[config.mk]
export PLATFORM = sky130hd
export DESIGN_NAME = oneto_four_demux_buf
export DESIGN_NICKNAME = d
export VERILOG_FILES = /design/src/rtl/oneto_four_demux_buf.sv
export SDC_FILE = /design/constraint.sdc
export NUM_CORES = 1
export LEC_CHECK = 0
export CAP_MARGIN = 20
export CELL_PAD_IN_SITES_DETAIL_PLACEMENT = 1
export CELL_PAD_IN_SITES_GLOBAL_PLACEMENT = 1
export CORE_UTILIZATION = 38
export CTS_BUF_LIST = sky130_fd_sc_hd__clkbuf_8
export CTS_CLUSTER_SIZE = 30
export DETAILED_ROUTE_END_ITERATION = 12
export PLACE_DENSITY = 0.78
export SETUP_SLACK_MARGIN = 0.5
export SLEW_MARGIN = 20
export SYNTH_ARGS = -nofsm -noshare
export SYNTH_HDL_FRONTEND = slang
export SYNTH_SLANG_ARGS = --single-unit
[constraint.sdc]
create_clock -name clk -period 5.85 [get_ports clk]
set_input_delay 1.755 -clock clk [delete_from_list [all_inputs] [get_ports clk]]
set_output_delay 1.755 -clock clk [all_outputs]
set_load 0.005 [all_outputs]
[src/rtl/oneto_four_demux_buf.sv]
// rtl/oneto_four_demux_buf.sv - 1-to-4 demultiplexer with a one-word holding buffer and a transfer counter per channel
// Each channel is a single-entry skid-free buffer; a full channel only back-pressures words addressed to it.
module oneto_four_demux_buf #(
  parameter int DW = 8,
  parameter int CW = 8
) (
  input  logic            clk,
  input  logic            rst,
  input  logic [1:0]      sel,
  input  logic            in_valid,
  input  logic [DW-1:0]   in_data,
  output logic            in_ready,
  output logic [3:0]      out_valid,
  output logic [4*DW-1:0] out_data,
  input  logic [3:0]      out_ready,
  output logic [4*CW-1:0] xfer_cnt
);

  logic [3:0]    full_q, full_d;
  logic [DW-1:0] data_q [4];
  logic [DW-1:0] data_d [4];
  logic [CW-1:0] cnt_q  [4];
  logic [CW-1:0] cnt_d  [4];
  logic          accept;
  logic [3:0]    drain;
  logic [3:0]    load;

  // A full channel can still take a word if it is being drained at the same edge.
  assign in_ready = !rst && (!full_q[sel] || out_ready[sel]);
  assign accept   = in_valid && in_ready;
  assign drain    = full_q & out_ready;

  always_comb begin
    load = 4'b0000;
    if (accept) begin
      load[sel] = 1'b1;
    end
    full_d = (full_q & ~drain) | load;
    for (int i = 0; i < 4; i++) begin
      data_d[i] = load[i]  ? in_data            : data_q[i];
      cnt_d[i]  = drain[i] ? cnt_q[i] + CW'(1)  : cnt_q[i];
    end
  end

  always_ff @(posedge clk or posedge rst) begin
    if (rst) begin
      full_q <= 4'b0000;
      for (int i = 0; i < 4; i++) begin
        data_q[i] <= '0;
        cnt_q[i]  <= '0;
      end
    end else begin
      full_q <= full_d;
      for (int i = 0; i < 4; i++) begin
        data_q[i] <= data_d[i];
        cnt_q[i]  <= cnt_d[i];
      end
    end
  end

  assign out_valid = full_q;

  for (genvar g = 0; g < 4; g++) begin : g_ch
    assign out_data[g*DW +: DW] = data_q[g];
    assign xfer_cnt[g*CW +: CW] = cnt_q[g];
  end

endmodule

==> reports/metrics.yaml, run 1 <==
status: "completed"
slew_violations: 0
post_cts_buffers: 0
ir_drop_mv: 0.174
slew_headroom: 0.421
synth_compound_area_frac: 0.00663
avgViaCountPerCell: 4.80
drt_iter0_markers: 73
clockBufferDepth: 2
path_max_fanout: 8
grt.busiest_layer: "met2"
r2r_start: "out_valid[2]"
grt_max_degree: 69
synth-edff-count: 0
nets: 318
whs_path_depth: 1
grt_pass1_vias: 2024
multiInputGateArea_um2: 1080
met1_usage: 0.228
synth_top_family_by_area: "multiplexers"
max_freq_ghz: 0.195
cts.repair.resized: 0
synth_top_area_share: 0.602
regToRegEndpoint: "out_data[20]"
critPathBufInv: 2
crit_type: "input port to output pin"
wl_per_cell_um: 15.9
path_cells: "clkdlybuf4s50_1 -> nand4bb_1 -> o311ai_0 -> a21oi_1 -> clkdlybuf4s50_1"
finalCritPeriodShare: 0.877
setup.worst_path.start_class: "input port"
path_common_cell: "clkdlybuf4s50_1"
cts.sinks: 68
setup_viol: 0
gp_congestion: 0.752
coreArea_um2: 7210
syn-instance-count: 205
syn_area_um2: 2830
port_buffers: 85
worstPathArrival_ns: 3.38
yosys.area_share.simple: 0.115
hold_ws_ns: 0.464
start_util: 0.392
cp.required_ns: 4.09
grt_overflow: 0
track_usage: 0.181
synth_xor_area_frac: 0.0867
period_needed_ns: 5.13
place_hpwl_mm: 4.29
cts_buffers: 9
fillerInstances: 752
tightest_slew_ns: 0.868
synth_top_flop_cell: "dfrtp_1"
synth_mux_area_frac: 0.157
met3_usage: 0.0886
rsz0062_at_grt: "no"
diodes: 0
area_growth_syn_to_layout_pct: 41.9
cp_slowest_stage_delay_ns: 0.61
layout-drive-gt1-share: 0.192
synth_fa_ha_area_frac: 0.0177
cts_tree: "yes"
ys_top_cells_by_area: "dfrtp_1, mux2_2, xnor2_1"
h-tree-depth: 3
hold_violations: 0
crit_family: "buffers and inverters"
maxCapViolCount: 0
via_count: 1924
die_h_um: 88.3
ios: 86
cts_root_buffer: "clkbuf_8"
holdBufCountCts: 0
power.leakage_uw: 0.00175
avgSynthCellArea_um2: 13.8
ys_warn_count: 0
ff2ff_path_depth: 3
synth_top_area_cell: "dfrtp_1"
die-area_um2: 7790
fp.dieW_um: 88.3
drc_errors: 0
ff_latch_area_um2: 1700
setup_tns_ns: 0
hold_end: "xfer_cnt[31]"
wirelength_mm: 6.37
cpMaxStageDelayCell: "clkdlybuf4s50_1"
yosysUniqueCellTypes: 30
ant_nets: 0
std_cell_rows: 31
ys_seq_area_frac: 0.602
finalClockSkew_ns: 0.00560
hp-start: "xfer_cnt[31]"
worstSkewPairLatency_ns: 0.33
clk_pin_slew_worst_paths_ns: 0.07
dpl.cell_count: 385
grt_pass1_wl_mm: 10.4
fin_cells: 401
gr-usage-met2: 0.280
syn_nets: 226
hold_path_class: "flip-flop to flip-flop"
rrSetupSlack_ns: 4.31
ys_ff_latch: 68
endpoint_kind: "output pin"
async_reset_ff_frac: 1.00
antenna_found_initial: 0
drt_first_pass_iters: 4
p_per_area_nw_per_um2: 365
## synthesized netlist by cell type, drive strengths merged, types with 2 or more instances
master,instances
buf,3
xnor2,18
nand2,19
ha,4
nand3,6
and4,2
nor2,6
nor3,4
dfrtp,68
clkbuf,2
xor2,10
mux2,36
inv,2
nand4,8
nand2b,4
and3,4
## through the flow
step | power (uW) | utilization | cell area [um^2] | setup WS (ns)
after detailed placement | 1030 | 0.524 | 3780 | 0.724
after floorplan | 784 | - | 2830 | 1.04
after global routing | 1550 | 0.556 | 4010 | 0.556
after global placement | 1020 | 0.524 | 3780 | 0.753
final | 1460 | 0.556 | 4010 | 0.718
after CTS | 1490 | 0.556 | 4010 | 0.701
## state kept, by name, summed over array words and instances, names as in the netlist
register and count:
out_valid 4, out_data 32, xfer_cnt 32
## cell type report
class,count,area share
repair buffers,86,0.214
well taps,99,0.0309
clock inverters,5,0.0209
multi-input cells,130,0.270
clock buffers,11,0.0377
inverters,2,0.00281
flip-flops and latches,68,0.424
## power breakdown
part | internal (uW) | switching (uW)
combinational | 257 | 114
clock | 264 | 180
sequential | 566 | 83.5
## routing by layer
metal / vias to the layer above / routed length (um)
met5: - / 0
met4: 0 / 60
met3: 7 / 556
met2: 54 / 3080
met1: 977 / 2680
li1: 886 / -
## cells by family after synthesis
group           Yosys count
flops                    68
simple gates             58
mux                      37
xor+xnor                 28
buf+inv                   7
fa+ha+maj                 4
compound gates            3
## cells in the final DEF, fill, tap and decap left out
| cell | count |
|---|---|
| clkinvlp_4 | 3 |
| a21oi_1 | 1 |
| and3_1 | 4 |
| mux2i_1 | 1 |
| and4b_1 | 1 |
| nor3_1 | 4 |
| and2_1 | 1 |
| bufinv_16 | 2 |
| mux2_2 | 28 |
| xnor2_1 | 18 |
| o21ai_0 | 1 |
| xor2_1 | 10 |
| inv_1 | 1 |
| nand2_1 | 19 |
| nor2b_2 | 1 |
| nand3_2 | 1 |
| nand4_1 | 7 |
| nand3_1 | 5 |
| nor2_1 | 6 |
| o311ai_0 | 1 |
| and4_1 | 2 |
| clkbuf_8 | 11 |
| dfrtp_1 | 68 |
| nand4bb_1 | 1 |
| clkdlybuf4s50_1 | 85 |
| nand2b_1 | 4 |
| ha_1 | 4 |
| mux2_4 | 8 |
| nand4b_2 | 1 |
| clkinv_4 | 1 |
| buf_4 | 1 |
| nand4_2 | 1 |
## worst max path at each step
stage | cells after the start | startpoint | to | slack, ns
6_report | 5 | sel[1] | in_ready | 0.72
3_3_place_gp | 5 | sel[1] | in_ready | 0.75
3_5_place_dp | 5 | sel[1] | in_ready | 0.72
5_1_grt | 5 | sel[1] | in_ready | 0.56
2_1_floorplan | 3 | rst | in_ready | 1.04
4_1_cts | 5 | sel[1] | in_ready | 0.70
Power figures use the tool's default switching activity.
==> run 2, diff against run 1 <==
--- a/config.mk
+++ b/config.mk
@@ -14,7 +14,7 @@
 export DETAILED_ROUTE_END_ITERATION = 12
 export PLACE_DENSITY = 0.78
 export SETUP_SLACK_MARGIN = 0.5
-export SLEW_MARGIN = 20
+export SLEW_MARGIN = 40
 export SYNTH_ARGS = -nofsm -noshare
 export SYNTH_HDL_FRONTEND = slang
 export SYNTH_SLANG_ARGS = --single-unit
==> run 2 against run 1 <==
  * Combinational power about the same
  * Largest cell class unchanged
  * Clock skew decreased by 0.00057 ns
  * Clock power about the same
  * Critical path type unchanged
  * Highest routed layer unchanged
==> reports/metrics.yaml, run 2 (synthesized netlist as in run 1, its figures left out) <==
status: "completed"
fin_cells: 401  # unchanged
max_freq_ghz: 0.194  # -0.45%
post_cts_buffers: 0  # unchanged
drt_iter0_markers: 60  # -18%
cts_root_buffer: "clkbuf_8"
ant_nets: 0  # unchanged
final_common_cell: "clkdlybuf4s50_1"
fillerInstances: 746  # -0.80%
slew_headroom: 0.590  # +0.169
worstSkewPairLatency_ns: 0.34  # about the same
path_max_fanout: 8  # unchanged
hold_violations: 0  # unchanged
track_usage: 0.182  # +0.00133
drc_errors: 0  # unchanged
cp_slowest_stage_delay_ns: 0.62  # about the same
cts_tree: "yes"
period_needed_ns: 5.15  # +0.0231 ns
p_per_area_nw_per_um2: 365  # about the same
setup_tns_ns: 0  # unchanged
place_hpwl_mm: 4.30  # +0.14%
via_count: 1935  # +0.57%
wirelength_mm: 6.42  # +0.82%
drt_first_pass_iters: 6  # +2
final_cell_mix: "clkdlybuf4s50_1, dfrtp_1, mux2_2"
cts_buffers: 9  # unchanged
hold_path_class: "flip-flop to flip-flop"
path_common_cell: "clkdlybuf4s50_1"
tightest_slew_ns: 0.614  # -0.254 ns
cp.required_ns: 4.09  # about the same
h-tree-depth: 3  # unchanged
grt_pass1_vias: 2025  # +0.049%
holdBufCountCts: 0  # unchanged
power.total_uw: 1470  # about the same
finalClockSkew_ns: 0.00504  # -0.000565 ns
cpMaxStageDelayCell: "clkdlybuf4s50_1"
port_buffers: 85  # unchanged
endpoint_kind: "output pin"
power.leakage_uw: 0.00175  # about the same
r2r_start: "out_valid[2]"
final_util: 0.557  # about the same
wl_per_cell_um: 16.0  # +0.82%
grt_max_degree: 69  # unchanged
cp-startpoint: "sel[1]"
coreArea_um2: 7210  # unchanged
avgViaCountPerCell: 4.83  # +0.57%
finalCritPeriodShare: 0.881  # +0.00395
path_cells: "clkdlybuf4s50_1 -> nand4bb_1 -> o311ai_0 -> a21oi_1 -> clkdlybuf4s50_1"
maxCapViolCount: 0  # unchanged
gp_congestion: 0.752  # unchanged
start_util: 0.392  # unchanged
std_cell_rows: 31  # unchanged
setup_viol: 0  # unchanged
cts.repair.resized: 0  # unchanged
layout-drive-gt1-share: 0.192  # unchanged
rsz0062_at_grt: "no"
clk_pin_slew_worst_paths_ns: 0.07  # about the same
ir_drop_mv: 0.247  # +42%
nets: 318  # unchanged
slew_violations: 0  # unchanged
ios: 86  # unchanged
antenna_found_initial: 0  # unchanged
area_growth_syn_to_layout_pct: 42.0  # about the same
dpl.cell_count: 385  # unchanged
diodes: 0  # unchanged
grt_pass1_wl_mm: 10.5  # +0.79%
fp.dieW_um: 88.3  # unchanged
cts.sinks: 68  # unchanged
grt_overflow: 0  # unchanged
crit_type: "input port to output pin"
worstPathArrival_ns: 3.40  # +0.02 ns
hp-start: "xfer_cnt[31]"
clockBufferDepth: 2  # unchanged
die-area_um2: 7790  # unchanged
die_h_um: 88.3  # unchanged
setup.worst_path.start_class: "input port"
-- run 2: cell types whose count changed in the layout (fill, tap and decap cells not counted) --
cell	before	now
buf_6	0	1
buf_4	1	0
-- run 2: area by class of cell --
cell class	count	area, um^2	share of cell area
well taps	99	124	0.0308
clock buffers	11	151	0.0377
flip-flops and latches	68	1700	0.424
clock inverters	5	83.8	0.0209
repair buffers	86	862	0.215
multi-input cells	130	1080	0.270
inverters	2	11.3	0.00280
-- run 2: path summary, 6_finish.rpt --
kind	end	slack (ns)	cells past startpoint
worst max-delay path	in_ready	0.70	5
worst min-delay path	xfer_cnt[31]	0.46	1
worst max register to register	out_data[20]	4.30	3
worst min register to register	xfer_cnt[31]	0.46	1
max in group asynchronous	out_data[10]	3.42	3
min in group asynchronous	out_valid[2]	2.00	3
-- run 2: power breakdown --
group	internal, uW	total (uW)	switching (uW)
Combinational	257	371	113
Clock	264	444	180
Sequential	566	651	84.4
Total	1090	1470	378
-- run 2: metrics by stage --
step	worst slack, ns	hold slack, ns	area [um^2]
5_1_grt	0.580	0.479	4020
2_1_floorplan	1.04	0.465	2830
3_5_place_dp	0.712	0.462	3780
4_1_cts	0.695	0.472	4020
3_3_place_gp	0.753	0.457	3780
6_report	0.695	0.463	4020
-- run 2: per-layer routing --
layer,vias to the layer above,share of wire,GRT usage
met1,983,0.42,0.229
li1,890,-,-
met4,0,0.010,0.0528
met2,56,0.48,0.284
met5,-,0,0
met3,6,0.083,0.0840
-- run 2: worst max-delay path, delay by kind of cell --
family	cells	cell delay [ns]
AOI/OAI and AO/OA	2	0.32
and+or+nand+nor	1	0.16
buffers and inverters	2	1.16
